`config.mk`:
```
export PLATFORM = sky130hd
export DESIGN_NAME = pc_stack_unit
export DESIGN_NICKNAME = d
export VERILOG_FILES = /design/src/rtl/pc_stack_unit.sv
export SDC_FILE = /design/constraint.sdc
export NUM_CORES = 1
export LEC_CHECK = 0
export BUFFER_PORTS_ARGS = -buffer_cell sky130_fd_sc_hd__buf_2
export CORE_MARGIN = 2
export CORE_UTILIZATION = 30
export CTS_BUF_LIST = sky130_fd_sc_hd__clkbuf_4 sky130_fd_sc_hd__clkbuf_8
export DETAILED_ROUTE_END_ITERATION = 10
export GPL_TIMING_DRIVEN = 0
export PLACE_DENSITY_LB_ADDON = 0.1
export SLEW_MARGIN = 30
export SYNTH_ARGS = -nofsm -noshare
export SYNTH_HDL_FRONTEND = slang
export SYNTH_SLANG_ARGS = --single-unit
```
`constraint.sdc`:
```
create_clock -name clk -period 3 [get_ports clk]
set_input_delay 0.6 -clock clk [delete_from_list [all_inputs] [get_ports clk]]
set_output_delay 0.6 -clock clk [all_outputs]
set_load 0.05 [all_outputs]
```
`src/rtl/pc_stack_unit.sv`:
```
// Program counter with relative/absolute branches and a LIFO return-address stack.
// Push/pop misuse is reported through sticky error flags.
module pc_stack_unit #(
  parameter int              WIDTH     = 16,
  parameter int              DEPTH     = 8,
  parameter logic [WIDTH-1:0] RESET_VEC = '0
) (
  input  logic                       clk,
  input  logic                       reset,
  input  logic [2:0]                 op,
  input  logic                       cond,
  input  logic signed [WIDTH-1:0]    offset,
  input  logic [WIDTH-1:0]           target,
  input  logic                       clrErr,
  output logic [WIDTH-1:0]           count,
  output logic [WIDTH-1:0]           topAddr,
  output logic [$clog2(DEPTH+1)-1:0] level,
  output logic                       full,
  output logic                       empty,
  output logic                       ovfErr,
  output logic                       unfErr
);

  localparam int LW = $clog2(DEPTH+1);
  localparam int AW = $clog2(DEPTH);

  localparam logic [2:0] OP_HOLD = 3'b000;
  localparam logic [2:0] OP_INC  = 3'b001;
  localparam logic [2:0] OP_BREL = 3'b010;
  localparam logic [2:0] OP_BABS = 3'b011;
  localparam logic [2:0] OP_CALL = 3'b100;
  localparam logic [2:0] OP_RET  = 3'b101;

  logic [WIDTH-1:0] r_count;
  logic [LW-1:0]    r_level;
  logic             r_ovf;
  logic             r_unf;
  logic [WIDTH-1:0] r_stack [DEPTH];

  logic [WIDTH-1:0] w_inc;
  logic [WIDTH-1:0] w_rel;
  logic [WIDTH-1:0] w_next;
  logic [WIDTH-1:0] w_top;
  logic [AW-1:0]    w_rd_idx;
  logic [AW-1:0]    w_wr_idx;
  logic             w_full;
  logic             w_empty;
  logic             w_push;
  logic             w_pop;
  logic             w_ovf_set;
  logic             w_unf_set;

  always_comb begin
    w_inc    = r_count + 1'b1;
    w_rel    = $signed(r_count) + offset;
    w_full   = (r_level == LW'(DEPTH));
    w_empty  = (r_level == '0);
    w_rd_idx = AW'(r_level - LW'(1));
    w_wr_idx = r_level[AW-1:0];
    w_top    = w_empty ? '0 : r_stack[w_rd_idx];
  end

  always_comb begin
    w_next    = r_count;
    w_push    = 1'b0;
    w_pop     = 1'b0;
    w_ovf_set = 1'b0;
    w_unf_set = 1'b0;
    case (op)
      OP_INC:  w_next = w_inc;
      OP_BREL: w_next = cond ? w_rel : w_inc;
      OP_BABS: w_next = cond ? target : w_inc;
      OP_CALL: begin
        if (cond) begin
          w_next = target;
          // A full stack still takes the jump; only the return address is lost.
          if (w_full) w_ovf_set = 1'b1;
          else        w_push    = 1'b1;
        end else begin
          w_next = w_inc;
        end
      end
      OP_RET: begin
        if (w_empty) begin
          w_next    = w_inc;
          w_unf_set = 1'b1;
        end else begin
          w_next = w_top;
          w_pop  = 1'b1;
        end
      end
      default: w_next = r_count;
    endcase
  end

  always_ff @(posedge clk) begin
    if (!reset) begin
      r_count <= RESET_VEC;
      r_level <= '0;
      r_ovf   <= 1'b0;
      r_unf   <= 1'b0;
    end else begin
      r_count <= w_next;
      if (w_push)     r_level <= r_level + 1'b1;
      else if (w_pop) r_level <= r_level - 1'b1;
      // A new error in the same cycle overrides the clear.
      r_ovf <= w_ovf_set | (r_ovf & ~clrErr);
      r_unf <= w_unf_set | (r_unf & ~clrErr);
    end
  end

  // Entries are never reset; level alone decides which ones are live.
  always_ff @(posedge clk) begin
    if (reset && w_push) r_stack[w_wr_idx] <= w_inc;
  end

  assign count   = r_count;
  assign topAddr = w_top;
  assign level   = r_level;
  assign full    = w_full;
  assign empty   = w_empty;
  assign ovfErr  = r_ovf;
  assign unfErr  = r_unf;

endmodule
```
==> run metrics <==
status=completed; Via Count=5,103; via/cell ratio=5.07; HP Class=in2reg; nets@finish=727; layout cell share with drive strength beyond 1=35.0%; maximum clock path buffer count=2; Critical Path RT=2.40 ns; CTS root buffer=clkbuf_8; Core Region=24,100 um2; peak supply drop=229 uV; slew at the pin closest to its max-slew limit=0.915 ns; largest family of logic cells by synthesized area=multiplexers; DRC violations left=0; Die H=160 um; area share of and/or/nand/nor cells after synthesis=8.59%; top post-synthesis cells by area=edfxtp_1 53%, mux4_2 9.5%, dfxtp_1 6.0%; Compound-Gate Fraction of Synth Area=11.6%; Yosys reg bits=150; initial drt markers=262; Routed WL=21,500 um; cts hold-fix bufs=0; largest net degree at the start of global routing=17; Clk pin slew, worst setup/hold paths=0.08 ns; Final HPWL DP=15,400 um; first-pass GRT wire length=32,300 um; Layout Skew=0.0138 ns; sequential area share after synthesis=58.6%; GPL Wtd Cong=0.880; Mean Syn Cell Area=13.4 um2; RSZ-0062 raised after global routing=true; ant diodes=0; CP startpoint=level[0]; Routed Antenna Nets=0; critical path class=reg2out; CP arrival=2.35 ns; relative slew slack=38.6%; GR Util All Layers=17.2%; minimum clock period=2.95 ns; asr flop ratio synth=0%; final setup vio count=0; Mapped Area=7310 um2; CP Capture Type=output port; share of the synthesized area in the top cell type=52.6%; Max Fanout on Critical Path=8; top-level I/O count=79; post-synthesis adder-cell area fraction=3.35%; post-synthesis mux area share=12.1%; port bufs=77; Synth area leader=edfxtp_1; Distinct cells, synth=55; final core utilization=39.0%; worst skew pair latency=0.44 ns; Pwr per Cell Area=546 nW/um2; Post-synth EDFFs=128; final worst-path cycle share=98.3%; routed wire length per instance=21.4 um; GRT overflow=0; most frequent cells in the layout=128 x edfxtp_1, 64 x buf_2, 39 x nand2_1; htree depth=4; MaxCap Viol Count=0; initial antenna violation count=0; final hold vios=0; YS warnings=0; reg-to-reg startpoint=count[0]; XOR/XNOR Fraction of Synth Area=3.58%; Synth Flop Type=edfxtp_1; CTS sink cnt=150; Die Wd=160 um; Initial Util=30.3%; CTS tree=yes; area grow syn2layout=28.6%; CTS buffer count=17; total die area=25,600 um2; Cell Rows=57; fmax=339 MHz; Leak=3.29 nW; CP Launch Type=register; most common cell after layout, fill and taps aside=edfxtp_1; hold path start=target[5]; cells after synthesis=546; Sum Neg Setup Slack=0 ns; Max Slew Vio Count=0; number of global-route vias before repair=5,285; Net Count, Synth=604; DR pass1 iterations=5
[synth_stat cells (4+ instances only)]
master      n
xnor2_1    15
nand2_1    39
dfxtp_1    22
a21o_1      6
nand3_1    13
a211oi_1    4
mux4_2     31
nor2_1     41
clkbuf_1   19
and2_1      4
ha_1       18
xor2_1     13
a21oi_1    37
nor3_1      4
a31oi_1     7
a221oi_1    8
nor2b_1     5
o22ai_1    11
mux2i_1    16
buf_2       7
o21ai_0    34
and3_1     10
inv_1       5
edfxtp_1  128
[flip-flops by register name, indices dropped and copies added, names as in the netlist]
| signal | cells |
|---|---|
| count | 16 |
| ovfErr | 1 |
| r_stack | 128 |
| unfErr | 1 |
| level | 4 |
[final cells by class]
cell class              count  area [um2]
fillers                  2384       14700
clock inverters            11         174
inverters                   5        23.8
flip-flops and latches    150        4290
repair buffers            105         719
clock buffers              21         264
well taps                 324         405
plain buffers              30         250
multi-input cells         360        3270
[report_power, final]
| group | total [mW] | internal (mW) | switching [mW] |
|---|---|---|---|
| Clock | 1.69 | 0.947 | 0.739 |
| Combinational | 1.08 | 0.416 | 0.661 |
| Sequential | 2.37 | 2.32 | 0.0487 |
| Total | 5.13 | 3.69 | 1.45 |
[what timing repair did]
action | in CTS | in global routing
endpoints found under the setup margin | 158 | 17
pin swaps | 3 | 2
gates resized for setup | 96 | 3
buffers inserted | 21 | 2
cloned | 2 | 0
[metal layers]
| layer | routed length, um | vias up | share of wire, % | GRT usage, % |
|---|---|---|---|---|
| li1 | - | 2385 | - | - |
| met1 | 9200 | 2559 | 43 | 22.0 |
| met2 | 11000 | 141 | 51 | 30.7 |
| met3 | 1010 | 18 | 4.7 | 2.73 |
| met4 | 280 | 0 | 1.3 | 4.22 |
| met5 | 0 | - | 0 | 0 |
[stage by stage]
stage          std cells  total power [mW]  hold slack (ns)  setup WS [ns]  area, um2
4_1_cts             1005              5.18            0.447        -0.0534       9400
2_1_floorplan        546              3.06            0.771         0.0231       7480
3_5_place_dp         950              3.33            0.504         -0.949       8330
6_report            1006              5.13            0.482         0.0520       9400
3_3_place_gp         947              3.32            0.497         -0.920       8270
5_1_grt             1006              5.34            0.489        -0.0413       9400
[worst max-delay path, stage by stage (launching register included)]
cell,delay (ns)
dfxtp_4,0.38
buf_12,0.11
inv_6,0.03
ha_4,0.27
buf_12,0.14
clkbuf_16,0.15
mux4_2,0.33
mux2i_4,0.28
nor2_4,0.05
buf_6,0.15
[path summary, 6_finish.rpt]
kind | to | slack (ns) | depth (start not counted)
hold reg to reg | ovfErr | 0.52 | 2
hold / removal | count[5] | 0.48 | 3
setup / recovery | topAddr[15] | 0.05 | 9
setup reg to reg | count[12] | 0.25 | 8
[cell families (layout without fill, tap and decap cells)]
family                     count (synthesis)  in the layout
DFF                                      150            150
and+or+nand+nor                          133            133
AOI/OAI and AO/OA                        131            131
muxes                                     48             48
buffers and inverters                     36            172
xor gates and xnor gates                  29             29
adders and majority gates                 19             19
(Power assumes the default switching activity.)
